`src/rtl/alu_sched_pkg.sv`:
```
// Shared types and constants for the ALU request scheduler: opcode and FSM state
// encodings plus the default WAIT timeout.
package alu_sched_pkg;

  typedef enum logic [1:0] {
    OP_ADD = 2'b00,
    OP_XOR = 2'b01,
    OP_MUL = 2'b10,
    OP_AND = 2'b11
  } op_e;

  typedef enum logic [1:0] {
    IDLE  = 2'b00,
    ISSUE = 2'b01,
    WAIT  = 2'b10,
    RESP  = 2'b11
  } state_e;

  localparam int DEFAULT_TIMEOUT = 255;

endpackage

```
`src/rtl/rr_arbiter.sv`:
```
// Combinational round-robin arbiter: grants the first requester at or after ptr,
// wrapping modulo NREQ. Returns a one-hot grant, its index and an any-grant flag.
module rr_arbiter #(
  parameter int NREQ = 4
) (
  input  logic [NREQ-1:0]         req,
  input  logic [$clog2(NREQ)-1:0] ptr,
  output logic [NREQ-1:0]         gnt,
  output logic [$clog2(NREQ)-1:0] gnt_idx,
  output logic                    any
);

  localparam int IDW = $clog2(NREQ);

  // One extra bit so ptr + k never overflows before the modulo wrap.
  logic [IDW:0]   sum;
  logic [IDW-1:0] idx;

  // NOTE: every output and temporary gets a default before the search loop so no
  // path through this block leaves a variable unassigned, which would infer a latch.
  always_comb begin
    gnt     = '0;
    gnt_idx = '0;
    any     = 1'b0;
    sum     = '0;
    idx     = '0;
    for (int k = 0; k < NREQ; k++) begin
      sum = {1'b0, ptr} + (IDW+1)'(k);
      if (sum >= (IDW+1)'(NREQ)) sum = sum - (IDW+1)'(NREQ);
      idx = sum[IDW-1:0];
      if (!any && req[idx]) begin
        any      = 1'b1;
        gnt_idx  = idx;
        gnt[idx] = 1'b1;
      end
    end
  end

endmodule

```
`src/rtl/alu_req_scheduler.sv`:
```
// Shares one ALU among NREQ requesters: round-robin grant, single operation in
// flight, start/done handshake to the ALU and a tagged response with timeout error.
module alu_req_scheduler
  import alu_sched_pkg::*;
#(
  parameter int NREQ    = 4,
  parameter int WIDTH   = 8,
  parameter int TIMEOUT = DEFAULT_TIMEOUT
) (
  input  logic                    clk,
  input  logic                    rst_n,
  input  logic [NREQ-1:0]         req_valid,
  output logic [NREQ-1:0]         req_ready,
  input  logic [2*NREQ-1:0]       req_op,
  input  logic [WIDTH*NREQ-1:0]   req_a,
  input  logic [WIDTH*NREQ-1:0]   req_b,
  output logic                    alu_start,
  output logic [1:0]              alu_op,
  output logic [WIDTH-1:0]        alu_a,
  output logic [WIDTH-1:0]        alu_b,
  input  logic                    alu_done,
  input  logic [2*WIDTH-1:0]      alu_result,
  output logic                    rsp_valid,
  input  logic                    rsp_ready,
  output logic [$clog2(NREQ)-1:0] rsp_id,
  output logic [2*WIDTH-1:0]      rsp_result,
  output logic                    rsp_err,
  output logic                    busy
);

  localparam int IDW = $clog2(NREQ);
  localparam int CW  = $clog2(TIMEOUT + 1);

  state_e         state, state_nxt;
  logic [IDW-1:0] rr_ptr;
  logic [IDW-1:0] gnt_idx;
  logic [NREQ-1:0] gnt;
  logic           gnt_any;
  logic [CW-1:0]  wait_cnt;
  logic           timeout_hit;
  logic           transfer;

  rr_arbiter #(.NREQ(NREQ)) u_arb (
    .req     (req_valid),
    .ptr     (rr_ptr),
    .gnt     (gnt),
    .gnt_idx (gnt_idx),
    .any     (gnt_any)
  );

  // The grant only ever selects a valid requester, so a grant in IDLE is a transfer.
  assign transfer    = (state == IDLE) && gnt_any;
  assign timeout_hit = (wait_cnt == CW'(TIMEOUT - 1));

  // NOTE: sequential state uses non-blocking assignments so every register samples
  // pre-edge values; blocking here would create order-dependent simulation races.
  always_ff @(posedge clk or negedge rst_n) begin
    if (!rst_n) state <= IDLE;
    else        state <= state_nxt;
  end

  always_comb begin
    state_nxt = state;
    case (state)
      IDLE:    if (transfer) state_nxt = ISSUE;
      ISSUE:   state_nxt = WAIT;
      WAIT:    if (alu_done || timeout_hit) state_nxt = RESP;
      RESP:    if (rsp_ready) state_nxt = IDLE;
      default: state_nxt = IDLE;
    endcase
  end

  always_comb begin
    req_ready = (state == IDLE) ? gnt : '0;
    alu_start = (state == ISSUE);
    rsp_valid = (state == RESP);
    busy      = (state != IDLE);
  end

  // NOTE: the datapath registers are reset as well, because the operand and
  // response outputs must read zero straight out of reset, not just the FSM.
  always_ff @(posedge clk or negedge rst_n) begin
    if (!rst_n) begin
      rr_ptr     <= '0;
      alu_op     <= '0;
      alu_a      <= '0;
      alu_b      <= '0;
      rsp_id     <= '0;
      wait_cnt   <= '0;
      rsp_result <= '0;
      rsp_err    <= 1'b0;
    end else begin
      case (state)
        IDLE: begin
          if (transfer) begin
            alu_op <= req_op[2*int'(gnt_idx) +: 2];
            alu_a  <= req_a[WIDTH*int'(gnt_idx) +: WIDTH];
            alu_b  <= req_b[WIDTH*int'(gnt_idx) +: WIDTH];
            rsp_id <= gnt_idx;
            rr_ptr <= (gnt_idx == IDW'(NREQ - 1)) ? '0 : gnt_idx + IDW'(1);
          end
        end
        ISSUE: wait_cnt <= '0;
        WAIT: begin
          wait_cnt <= wait_cnt + CW'(1);
          // A done arriving on the expiry cycle still counts as success.
          if (alu_done) begin
            rsp_result <= alu_result;
            rsp_err    <= 1'b0;
          end else if (timeout_hit) begin
            rsp_result <= '0;
            rsp_err    <= 1'b1;
          end
        end
        default: ;
      endcase
    end
  end

endmodule
```
`config.mk`:
```
export PLATFORM = sky130hd
export DESIGN_NAME = alu_req_scheduler
export DESIGN_NICKNAME = d
export VERILOG_FILES = /design/src/rtl/alu_sched_pkg.sv /design/src/rtl/rr_arbiter.sv /design/src/rtl/alu_req_scheduler.sv
export SDC_FILE = /design/constraint.sdc
export NUM_CORES = 1
export LEC_CHECK = 0
export ABC_AREA = 1
export ABC_CLOCK_PERIOD_IN_PS = 2600
export BUFFER_PORTS_ARGS = -buffer_cell sky130_fd_sc_hd__buf_2
export CAP_MARGIN = 20
export CORE_MARGIN = 1
export CORE_UTILIZATION = 49
export DETAILED_ROUTE_END_ITERATION = 10
export PLACE_DENSITY_LB_ADDON = 0.12
export SLEW_MARGIN = 25
export SYNTH_ARGS = -nofsm -noshare
export SYNTH_HDL_FRONTEND = slang
export SYNTH_SLANG_ARGS = --single-unit
```
`constraint.sdc`:
```
create_clock -name clk -period 2.6 [get_ports clk]
set_input_delay 0.13 -clock clk [delete_from_list [all_inputs] [get_ports clk]]
set_output_delay 0.13 -clock clk [all_outputs]
set_load 0.02 [all_outputs]
```
==> results.env, run 1 <==
FINALNETCOUNT=746
FF_LATCH_AREA_UM2=1230
ASYNCSETRESETFLOPFRACSYNTH_PCT=100
SYNTH.DISTINCT_CELLS=36
POST-ROUTE-UTIL_PCT=64.0
ENDPOINT_ARRIVAL_TIME_ON_THE_CRITICAL_PATH_PS=2280
CP-START-KIND='flip-flop'
BUFFER_PORTS.INSERTED=139
PWR-SHARE-CLK_PCT=7.2
WORST_SLEW_MARGIN_RELATIVE_TO_ITS_LIMIT_PCT=59.5
FILLERS=692
FINAL_LAYOUT_SIZE_SUFFIX_GT1_SHARE_PCT=27.9
DRT-INITIAL-DRC-COUNT=136
TIMING.CRITICAL_PATH.REQUIRED_PS=2470
GRT_FIRST_PASS_WIRELENGTH_MM=14.8
CTS_MAX_PATH_BUFFERS=2
SYN2LAYOUT_AREA_GROWTH_PCT=26.2
CTS.HTREE.LEVELS=2
CRITPATHMAXSTAGEDELAY_PS=400
MIN_PATH_TYPE='primary input to flip-flop'
IRDROPWORSTVDD_V=0.000612
YOSYSTOPAREACELLSHARE_PCT=35.6
NUMBER_OF_GLOBAL_ROUTE_VIAS_BEFORE_REPAIR=3363
SYN_AVG_CELL_AREA_UM2=6.93
PATH_CELLS='inv_4 -> ha_1 -> inv_1 -> nand3_1 -> nand2_4 -> inv_2 -> nor2_4 -> nand3_1 -> a31o_2 -> inv_1 -> buf_2'
HOLD-WORST-SLACK_PS=33.4
SYN_INST=497
SEQPWRFRAC_PCT=20.9
DRC_VIOLS=0
FLOORPLAN.DIE_AREA_UM2=7370
CRITPATHCAPTURETYPE='output pin'
FLOORPLAN.IO_PINS=140
CP_MAX_FO=11
FINAL_PERIOD_MINUS_WORST_SETUP_SLACK_PS=2410
FINAL_NON_FILLER_CELL_AREA_UM2=4350
SYNTH_ENABLE_FLOP_CELLS=0
CLK_LATENCY_PS=310
ROWS=30
GRT_ANTENNA_BEFORE_REPAIR=0
GP_CONGESTION=0.942
PLACEMENT.CELL_AREA_UM2=4210
DETAIL-ROUTE-ANTENNA-NETS=0
GRT_SETUP_UNREPAIRED='no'
GLOBALROUTEOVERFLOWTOTAL=0
FMAXACHIEVABLE_MHz=416
MAPPEDNETLISTAREA_UM2=3450
DP_WORST_SETUP_SLACK_PS=177
POST_DRT_VIA_CELL_RATIO=4.90
POSTSYNTH.TOPFLOPCELL='sky130_fd_sc_hd__dfrtp_1'
MAXCAPVIOLCOUNT=0
CRITICALPATHCATEGORY='flip-flop to output pin'
CRITICAL-PATH-SLOWEST-CELL='sky130_fd_sc_hd__dfrtp_1'
FINAL.SETUP.WORST_SLACK_PS=195
GRT_START_MAX_NET_PINS=50
PWR-SHARE-COMB_PCT=71.9
FF2FF_PATH_DEPTH=14
SYNTH_AREA_LEADERS='sky130_fd_sc_hd__dfrtp_1, sky130_fd_sc_hd__nand2_1, sky130_fd_sc_hd__nand3_1'
TOTALNEGATIVESETUPSLACK_PS=0
EFFECTIVE_UTILIZATION_AT_FLOORPLAN_PCT=50.7
VIAS=3595
NUM_ANTENNA_CELLS=0
CTS_INSERTED_BUFFERS=5
HPWLAFTERDP_MM=6.85
FINALSETUPVIOLATIONS=0
DR.PASS1.ITERS=5
CLOCK_SINK_COUNT=49
GROUTE.USAGE.OVERALL_PCT=25.3
SYNTH.YOSYS.WARNINGS=0
ROUTED_WL_MM=8.97
FP.DIEW_UM=85.9
CLK_PIN_SLEW_PS=100
POWER_SWITCHING_SHARE_PCT=54.6
TIMING_MAX_TRANSITION_VIOLATIONS_FINAL=0
SYNTH_NETS=607
CELLLEAKAGEPOWER_uW=0.00266
CORE_AREA_UM2=6790
FINCLKSKEW_PS=11.2
NUMBER_OF_FLIP_FLOPS_AND_LATCHES_IN_THE_SYNTHESIZED_NETLIST=49
RUN_STATUS='finished, final reports clean'
YS_SEQ_AREA_SHARE_PCT=35.6
CELLPOWERDENSITY_nW_PER_UM2=1430
ROUTE.DETAILED.WL_PER_INST_UM=12.2
P_SWITCHING_uW=3400
CLOCK_TREE.ROOT_CELL='sky130_fd_sc_hd__clkbuf_8'
AREA_OF_THE_MULTI_INPUT_GATES_UM2=1720
INTERNAL_POWER_COMPONENT_uW=2820
HOLD_PATH_DEPTH=2
FINALHOLDVIOLCOUNT=0
DIE-HEIGHT_UM=85.9
WORST-SLEW-PIN-TRANSITION_PS=607
PERIOD_SHARE_PCT=92.5
SYNTH_AREA_LEADER_CELL='sky130_fd_sc_hd__dfrtp_1'
CTS_TREE='yes'
-- path summary, 6_finish.rpt --
check	start	to	slack (ps)
setup / recovery	rr_ptr[0]	req_ready[0]	190
hold / removal	alu_result[1]	rsp_result[1]	30
setup reg to reg	rr_ptr[0]	alu_b[1]	230
hold reg to reg	alu_b[2]	alu_b[2]	480
max in group asynchronous	rst_n	alu_op[0]	1810
min in group asynchronous	rst_n	wait_cnt[7]	370
-- cells in the final DEF (no fill, tap or decap), types with 2 or more instances in the layout --
cell	Yosys	routed
sky130_fd_sc_hd__dfrtp_1	49	49
sky130_fd_sc_hd__nor3_1	5	4
sky130_fd_sc_hd__nor2_1	12	12
sky130_fd_sc_hd__nand4_1	4	4
sky130_fd_sc_hd__nand3_1	87	87
sky130_fd_sc_hd__ha_1	14	14
sky130_fd_sc_hd__buf_4	0	10
sky130_fd_sc_hd__nor2_4	2	2
sky130_fd_sc_hd__inv_1	98	97
sky130_fd_sc_hd__a22o_1	16	16
sky130_fd_sc_hd__buf_6	5	2
sky130_fd_sc_hd__nor3b_1	4	4
sky130_fd_sc_hd__nand2_1	146	145
sky130_fd_sc_hd__a22oi_1	3	3
sky130_fd_sc_hd__inv_2	2	2
sky130_fd_sc_hd__nand2_4	2	3
sky130_fd_sc_hd__clkinvlp_4	0	4
sky130_fd_sc_hd__nand2_2	5	5
sky130_fd_sc_hd__a31oi_1	4	4
sky130_fd_sc_hd__o22ai_1	2	2
sky130_fd_sc_hd__buf_2	11	138
sky130_fd_sc_hd__o21ai_0	5	5
sky130_fd_sc_hd__a21oi_1	4	4
sky130_fd_sc_hd__clkbuf_8	0	5
-- metrics by stage --
| stage | power, µW | cells |
|---|---|---|
| finish | 6230 | 733 |
| global route | 6870 | 733 |
| CTS | 6160 | 731 |
| detailed placement | 5700 | 722 |
| global placement | 5610 | 722 |
| floorplan | 4650 | 497 |
-- critical path: cells and delay by family, from the launching register on --
| family | cells | cell delay (ps) |
|---|---|---|
| AND/OR/NAND/NOR | 4 | 500 |
| flip-flops | 1 | 400 |
| adder cells (fa/ha/maj) | 1 | 370 |
| buffers and inverters | 5 | 450 |
| AO/OA/AOI/OAI | 1 | 250 |
-- power by group through the flow --
stage          Combinational [µW]  Sequential [µW]  Clock, µW
3_3_place_gp                 4310             1300          0
2_1_floorplan                3010             1640          0
4_1_cts                      4400             1300        462
3_5_place_dp                 4390             1310          0
5_1_grt                      5030             1350        493
6_report                     4480             1300        449
-- Yosys cell counts, types with 3 or more instances --
cell	number
sky130_fd_sc_hd__inv_1	98
sky130_fd_sc_hd__buf_2	11
sky130_fd_sc_hd__nand4_1	4
sky130_fd_sc_hd__a22o_1	16
sky130_fd_sc_hd__a31oi_1	4
sky130_fd_sc_hd__nor2_1	12
sky130_fd_sc_hd__nor3b_1	4
sky130_fd_sc_hd__nor3_1	5
sky130_fd_sc_hd__a21oi_1	4
sky130_fd_sc_hd__ha_1	14
sky130_fd_sc_hd__o21ai_0	5
sky130_fd_sc_hd__nand2_1	146
sky130_fd_sc_hd__a22oi_1	3
sky130_fd_sc_hd__dfrtp_1	49
sky130_fd_sc_hd__nand2_2	5
sky130_fd_sc_hd__nand3_1	87
sky130_fd_sc_hd__clkbuf_1	3
sky130_fd_sc_hd__buf_6	5
-- registers in the layout, indices dropped and copies added (netlist names) --
register / count
state: 2
wait_cnt: 8
rsp_result: 16
rsp_id: 2
alu_b: 8
alu_op: 2
rsp_err: 1
alu_a: 8
rr_ptr: 2
-- layer usage --
layer	vias up	GRT usage [%]	wire, µm
li1	1836	-	-
met1	1647	32.3	3880
met2	99	43.4	4550
met3	13	5.39	426
met4	0	7.42	112
met5	-	0	0
-- kinds of logic (layout without fill, tap and decap cells) --
kind of cell	after synthesis	count (layout)	share of synthesized area [%]
AOI/OAI and AO/OA	41	41	8.75
xor gates and xnor gates	1	1	0.254
adders and majority gates	14	14	5.08
buffers and inverters	122	262	14.9
DFF	49	49	35.6
and+or+nand+nor	270	270	35.5
-- final cells by class --
class | instances | area share (%)
clock buffers | 6 | 1.67
clock inverters | 2 | 0.345
inverters | 102 | 8.95
multi-input cells | 326 | 39.6
flip-flops and latches | 49 | 28.2
well taps | 96 | 2.76
repair buffers | 151 | 18.4
repair inverters | 1 | 0.173
-- repair_timing --
action / 4_1_cts / 5_1_grt
endpoints found under the setup margin: 0 / 6
endpoints found under the hold margin: 49 / 0
hold buffers: 1 / 0
gates resized for setup: 0 / 7
buffers inserted: 0 / 1
Power figures use the tool's default switching activity.
==> inputs of run 2 (changes only) <==
--- a/config.mk
+++ b/config.mk
@@ -10,7 +10,7 @@
 export BUFFER_PORTS_ARGS = -buffer_cell sky130_fd_sc_hd__buf_2
 export CAP_MARGIN = 20
 export CORE_MARGIN = 1
-export CORE_UTILIZATION = 49
+export CORE_UTILIZATION = 39
 export DETAILED_ROUTE_END_ITERATION = 10
 export PLACE_DENSITY_LB_ADDON = 0.12
 export SLEW_MARGIN = 25
==> run 2 against run 1 <==
Net effect: largest power group unchanged; combinational power about the same; global-route usage decreased by 4.7 points; critical path type unchanged; critical endpoint unchanged; largest cell class unchanged; worst hold slack better by 15 ps; fmax increased by 1.2%; highest routed layer unchanged.
==> results.env, run 2 (synthesis results as in run 1) <==
GRT_FIRST_PASS_WIRELENGTH_MM=14.9  # +0.74%
TOPROUTINGLAYERUSED='met4'
CTS_TREE='yes'
P_SWITCHING_uW=3420  # +0.40%
FINALHOLDVIOLCOUNT=0  # unchanged
ROWS=33  # +10%
ENDPOINT_ARRIVAL_TIME_ON_THE_CRITICAL_PATH_PS=2250  # -30 ps
CP-ENDPOINT='req_ready[0]'
GLOBALROUTEOVERFLOWTOTAL=0  # unchanged
CRITICAL_PATH.REG2REG.ENDPOINT='alu_b[3]'
DR.PASS1.ITERS=4  # -1
INTERNAL_POWER_COMPONENT_uW=2930  # +3.7%
RUN_STATUS='finished, final reports clean'
TIMING_MAX_TRANSITION_VIOLATIONS_FINAL=0  # unchanged
LEADING_CELL_TYPE_IN_THE_LAYOUT_FILL_AND_TAPS_EXCLUDED='sky130_fd_sc_hd__nand2_1'
POST_DRT_VIA_CELL_RATIO=4.91  # +0.10%
DP_WORST_SETUP_SLACK_PS=172  # -4.81 ps
CLOCK_SINK_COUNT=49  # unchanged
TIMING.CRITICAL_PATH.REQUIRED_PS=2470  # about the same
CLK_PIN_SLEW_PS=100  # about the same
HPWLAFTERDP_MM=6.90  # +0.76%
FINAL_PERIOD_MINUS_WORST_SETUP_SLACK_PS=2380  # -28.0 ps
IRDROPWORSTVDD_V=0.000678  # +11%
FINALNETCOUNT=745  # -0.13%
CTS_INSERTED_BUFFERS=5  # unchanged
REG2REG_FROM='rr_ptr[0]'
GP_CONGESTION=0.883  # -6.2%
CP-START-KIND='flip-flop'
FINAL_CELL_MIX='sky130_fd_sc_hd__nand2_1, sky130_fd_sc_hd__buf_2, sky130_fd_sc_hd__inv_1'
CORE_AREA_UM2=8380  # +23%
TOTALNEGATIVESETUPSLACK_PS=0  # unchanged
CRITPATHCAPTURETYPE='output pin'
DETAIL-ROUTE-ANTENNA-NETS=0  # unchanged
NUM_ANTENNA_CELLS=0  # unchanged
CTS.HTREE.LEVELS=2  # unchanged
PWR-SHARE-COMB_PCT=70.9  # -1.0 points
SEQPWRFRAC_PCT=20.4  # -0.5 points
MAX_FLOP_REGISTER='rsp_result'
GRT_ANTENNA_BEFORE_REPAIR=0  # unchanged
FINAL.SETUP.WORST_SLACK_PS=223  # +28.0 ps
PERIOD_SHARE_PCT=91.4  # -1.1 points
PWR-SHARE-CLK_PCT=8.6  # +1.4 points
POWER_SWITCHING_SHARE_PCT=53.8  # -0.80 points
MAXCAPVIOLCOUNT=0  # unchanged
CP_MAX_FO=11  # unchanged
FLOORPLAN.DIE_AREA_UM2=9220  # +25%
ROUTE.DETAILED.WL_PER_INST_UM=12.4  # +1.3%
LARGEST_REGISTER_FFS=16  # unchanged
WL_MET3_UM=456  # +7.0%
FINCLKSKEW_PS=9.24  # -1.97 ps
GROUTE.USAGE.OVERALL_PCT=20.7  # -4.7 points
CLOCK_TREE.ROOT_CELL='sky130_fd_sc_hd__clkbuf_8'
NUMBER_OF_GLOBAL_ROUTE_VIAS_BEFORE_REPAIR=3378  # +0.45%
EFFECTIVE_UTILIZATION_AT_FLOORPLAN_PCT=41.1  # -9.6 points
SYN2LAYOUT_AREA_GROWTH_PCT=27.2
MIN_PATH_TYPE='primary input to flip-flop'
WORST-SLEW-PIN-TRANSITION_PS=611  # +3.93 ps
FLOORPLAN.IO_PINS=140  # unchanged
GRT_SETUP_UNREPAIRED='no'
GRT_START_MAX_NET_PINS=50  # unchanged
BUFFER_PORTS.INSERTED=139  # unchanged
WL_MET2_MM=4.64  # +2.0%
R2R_SETUP_SLACK_PS=250  # +20 ps
FP.DIEW_UM=96.0  # +12%
CRITICALPATHCATEGORY='flip-flop to output pin'
CELLLEAKAGEPOWER_uW=0.00268  # +0.66%
DIE-HEIGHT_UM=96.0  # +12%
CTS_MAX_PATH_BUFFERS=2  # unchanged
CLK_LATENCY_PS=300  # about the same
WORST_SLEW_MARGIN_RELATIVE_TO_ITS_LIMIT_PCT=59.3  # -0.26 points
FF2FF_PATH_DEPTH=14  # unchanged
STARTPOINT='rr_ptr[0]'
TOTAL_ROUTED_WIRE_LENGTH_ON_THE_MET1_LAYER_MM=4.02  # +3.6%
POST-ROUTE-UTIL_PCT=52.3  # -12 points
DRT-INITIAL-DRC-COUNT=127  # -6.6%
VIAS=3638  # +1.2%
CELLPOWERDENSITY_nW_PER_UM2=1450  # +1.1%
TIMING.HOLD.WORST.START='alu_result[1]'
FINALSETUPVIOLATIONS=0  # unchanged
FINAL_LAYOUT_SIZE_SUFFIX_GT1_SHARE_PCT=28.0  # +0.044 points
FMAXACHIEVABLE_MHz=421  # +1.2%
DRC_VIOLS=0  # unchanged
ROUTED_WL_MM=9.19  # +2.4%
[run 2: critical path, stage by stage (launching register included)]
cell                      delay [ps]
sky130_fd_sc_hd__dfrtp_1         400
sky130_fd_sc_hd__inv_4            90
sky130_fd_sc_hd__ha_1            360
sky130_fd_sc_hd__inv_1           110
sky130_fd_sc_hd__nand3_1          90
sky130_fd_sc_hd__nand2_2         160
sky130_fd_sc_hd__inv_2            80
sky130_fd_sc_hd__nor2_4          140
sky130_fd_sc_hd__nand3_1         100
sky130_fd_sc_hd__a31o_2          250
sky130_fd_sc_hd__inv_1            40
sky130_fd_sc_hd__buf_2           150
[run 2: cell type report]
class / count / area [µm²]
well taps: 105 / 131
inverters: 102 / 389
repair inverters: 1 / 7.51
clock buffers: 5 / 68.8
fillers: 878 / 4000
flip-flops and latches: 49 / 1230
multi-input cells: 326 / 1720
clock inverters: 3 / 43.8
repair buffers: 150 / 800
[run 2: timing repair]
item,CTS,global route
hold endpoints to repair,49,0
setup buffers,0,1
hold buffers,1,0
gates resized for setup,0,5
endpoints found under the setup margin,0,4
[run 2: worst min path at each step]
stage          cells after the start  slack, ps        endpoint
2_1_floorplan                      0       -170        alu_a[0]
3_3_place_gp                       2        350  rsp_result[14]
3_5_place_dp                       1        190     wait_cnt[7]
4_1_cts                            2         30   rsp_result[1]
5_1_grt                            2         40   rsp_result[1]
6_report                           2         50   rsp_result[1]
[run 2: through the flow]
step	area, µm²	std cells	hold slack (ps)	total power, µW
2_1_floorplan	3450	497	-166	4650
3_3_place_gp	4230	730	353	5740
3_5_place_dp	4230	730	192	5770
4_1_cts	4350	739	32.9	6340
5_1_grt	4380	741	36.7	7000
6_report	4380	741	48.8	6350
[run 2: layer usage]
metal	track usage, %	up-vias
li1	-	1831
met1	25.4	1698
met2	37.9	101
met3	3.63	8
met4	3.61	0
met5	0	-
[run 2: power groups by stage]
stage / clock, µW / combinational, µW / sequential (µW)
after floorplan: 0 / 3010 / 1640
after global placement: 0 / 4430 / 1310
after detailed placement: 0 / 4470 / 1300
after CTS: 568 / 4480 / 1300
after global routing: 594 / 5070 / 1340
final: 548 / 4500 / 1300
==> inputs of run 3 (changes only) <==
--- a/config.mk
+++ b/config.mk
@@ -6,9 +6,10 @@
 export NUM_CORES = 1
 export LEC_CHECK = 0
 export ABC_AREA = 1
-export ABC_CLOCK_PERIOD_IN_PS = 2600
+export ABC_CLOCK_PERIOD_IN_PS = 3000
 export BUFFER_PORTS_ARGS = -buffer_cell sky130_fd_sc_hd__buf_2
 export CAP_MARGIN = 20
+export CORE_ASPECT_RATIO = 1.1
 export CORE_MARGIN = 1
 export CORE_UTILIZATION = 39
 export DETAILED_ROUTE_END_ITERATION = 10
==> constraint.sdc (replaced) <==
create_clock -name clk -period 3 [get_ports clk]
set_input_delay 0.15 -clock clk [delete_from_list [all_inputs] [get_ports clk]]
set_output_delay 0.15 -clock clk [all_outputs]
set_load 0.02 [all_outputs]
==> run 3 against run 2 <==
Net effect: core utilization fell by 1.0 points; highest routed layer unchanged; total power shrank 14%; critical endpoint is now rsp_id[0]; worst setup slack gained 49 ps.
==> results.env, run 3 (synthesis results as in run 1) <==
FMAXACHIEVABLE_MHz=366
TIMING_MAX_TRANSITION_VIOLATIONS_FINAL=0  # unchanged
CP_MAX_FO=21  # +10
NUMBER_OF_GLOBAL_ROUTE_VIAS_BEFORE_REPAIR=3366  # -0.36%
GP_CONGESTION=0.929  # +5.1%
GRT_START_MAX_NET_PINS=50  # unchanged
PLACEDCELLCOUNT=735  # +0.68%
HOLD_END='rsp_result[3]'
DRT-INITIAL-DRC-COUNT=144  # +13%
CRITPATHCAPTURETYPE='flip-flop'
PATH_CELLS='inv_1 -> ha_1 -> inv_1 -> nand3_1 -> nand2_2 -> inv_2 -> nor2_4 -> nand4_1 -> nand2_1 -> inv_1 -> nand2_1 -> o21a_1'
CTS_TREE='yes'
CTS_MAX_PATH_BUFFERS=2  # unchanged
MAXCAPVIOLCOUNT=0  # unchanged
CTS.HTREE.LEVELS=2  # unchanged
WORST-PATH-BUF-INV=4  # -1
LEADING_CELL_TYPE_IN_THE_LAYOUT_FILL_AND_TAPS_EXCLUDED='sky130_fd_sc_hd__nand2_1'
FF_LATCH_AREA_UM2=1230  # unchanged
TIMING.HOLD.WORST.START='alu_result[3]'
CLOCK_SINK_COUNT=49  # unchanged
FINAL_STD_CELLS_W_O_FILL=744  # +0.40%
CP_TOP_FAMILY='buffers and inverters'
CORE_AREA_UM2=8500  # +1.4%
CP-START-KIND='flip-flop'
POST_CTS.RESIZED_INSTANCES=0  # unchanged
WORST-SLEW-PIN-TRANSITION_PS=617  # +5.67 ps
GLOBALROUTEOVERFLOWTOTAL=0  # unchanged
ROUTED_WL_MM=9.15  # -0.44%
ROWS=35  # +6.1%
CTS_INSERTED_BUFFERS=5  # unchanged
FINAL_CELL_MIX='sky130_fd_sc_hd__nand2_1, sky130_fd_sc_hd__buf_2, sky130_fd_sc_hd__inv_1'
GRT_FIRST_PASS_WIRELENGTH_MM=14.9  # -0.23%
FLOORPLAN.IO_PINS=140  # unchanged
CRITICAL-PATH-SLOWEST-CELL='sky130_fd_sc_hd__dfrtp_1'
REG2REG_FROM='rr_ptr[1]'
RUN_STATUS='finished, final reports clean'
R2R_SETUP_SLACK_PS=270  # +20 ps
GROUTE.USAGE.OVERALL_PCT=19.9  # -0.72 points
DIE-HEIGHT_UM=101  # +4.8%
ROUTE.DETAILED.WL_PER_INST_UM=12.3  # -0.84%
BUFFER_PORTS.INSERTED=139  # unchanged
HPWLAFTERDP_MM=6.99  # +1.2%
IRDROPWORSTVDD_V=0.000526  # -22%
ENDPOINT_ARRIVAL_TIME_ON_THE_CRITICAL_PATH_PS=2920  # +670 ps
DR.PASS1.ITERS=5  # +1
FF2FF_PATH_DEPTH=12  # -2
FP.DIEW_UM=91.6  # -4.6%
CELLPOWERDENSITY_nW_PER_UM2=1250  # -14%
WORST_PATH_MOST_REPEATED_CELL='sky130_fd_sc_hd__inv_1'
NUM_ANTENNA_CELLS=0  # unchanged
CELLLEAKAGEPOWER_uW=0.00267  # -0.22%
WORST_SLEW_MARGIN_RELATIVE_TO_ITS_LIMIT_PCT=58.9  # -0.38 points
FINALHOLDVIOLCOUNT=0  # unchanged
FILLERS=879  # +0.11%
CTS_SETUP_BUFFERS=0  # unchanged
EFFECTIVE_UTILIZATION_AT_FLOORPLAN_PCT=40.6  # -0.55 points
MIN_PATH_TYPE='primary input to flip-flop'
CRITPATHMAXSTAGEDELAY_PS=530  # +130 ps
FINALNETCOUNT=742  # -0.40%
FINCLKSKEW_PS=7.70  # -1.53 ps
HOLD_PATH_DEPTH=2  # unchanged
MAX_FLOP_REGISTER='rsp_result'
TOTALNEGATIVESETUPSLACK_PS=0  # unchanged
PERIOD_SHARE_PCT=91.0
GRT_SETUP_UNREPAIRED='no'
POST_DRT_VIA_CELL_RATIO=4.77  # -2.8%
CRITICALPATHCATEGORY='flip-flop to flip-flop'
GRT_ANTENNA_BEFORE_REPAIR=0  # unchanged
CLK_LATENCY_PS=300  # about the same
LARGEST_REGISTER_FFS=16  # unchanged
CTS_HOLD_REPAIR.BUFFERS=1  # unchanged
STARTPOINT='rr_ptr[1]'
FINALSETUPVIOLATIONS=0  # unchanged
DETAIL-ROUTE-ANTENNA-NETS=0  # unchanged
FINAL_PERIOD_MINUS_WORST_SETUP_SLACK_PS=2730
CLK_PIN_SLEW_PS=90  # about the same
FLOORPLAN.DIE_AREA_UM2=9220  # about the same
AREA_OF_THE_MULTI_INPUT_GATES_UM2=1710  # -0.44%
FINAL_LAYOUT_SIZE_SUFFIX_GT1_SHARE_PCT=27.0  # -0.97 points
SYN2LAYOUT_AREA_GROWTH_PCT=26.4
CLOCK_TREE.ROOT_CELL='sky130_fd_sc_hd__clkbuf_8'
VIAS=3550  # -2.4%
POST-ROUTE-UTIL_PCT=51.3  # -1.0 points
DRC_VIOLS=0  # unchanged
TIMING.CRITICAL_PATH.REQUIRED_PS=3190  # +720 ps
CRITICAL_PATH.REG2REG.ENDPOINT='rsp_id[0]'
[run 3: metal layers]
metal / wire, µm / vias to the layer above / global-route usage (%)
li1: - / 1826 / -
met1: 4060 / 1628 / 23.9
met2: 4570 / 90 / 37.1
met3: 451 / 6 / 3.39
met4: 61 / 0 / 4.88
met5: 0 / - / 0
[run 3: cell type report]
type | count | share of cell area [%]
Inverter | 102 | 8.85
Multi-Input combinational cell | 326 | 39.2
Tap cell | 111 | 3.19
Clock inverter | 1 | 0.689
Sequential cell | 49 | 28.2
Timing Repair Buffer | 148 | 17.9
Clock buffer | 7 | 1.98
[run 3: worst register-to-register path: cells and delay by family, from the launching register on]
family	cells	cell delay, ps
AOI/OAI and AO/OA	1	160
adders and majority gates	1	400
buffers and inverters	4	880
DFF	1	530
and+or+nand+nor	6	660
[run 3: how the worst max path moves through the flow]
stage	to	slack (ps)	cells past startpoint
after global routing	rsp_id[0]	80	12
after CTS	rsp_id[0]	280	12
after global placement	alu_b[2]	390	14
after detailed placement	rsp_id[0]	300	12
after floorplan	alu_a[1]	760	15
final	rsp_id[0]	270	12
[run 3: where the power goes]
group	internal [µW]	leakage [µW]	total (µW)	switching, µW
Sequential	959	0.000617	1150	192
Clock	272	0.0000585	485	213
Combinational	1290	0.00200	3810	2520
Total	2530	0.00267	5450	2920
[run 3: stage by stage]
step	instance area [µm²]	hold WS, ps	setup WS, ps	power [µW]
floorplan	3450	-146	755	4030
global placement	4230	375	390	4950
detailed placement	4230	210	297	4980
CTS	4360	57.9	279	5490
global route	4360	69.4	77.7	5960
finish	4360	66.9	271	5450
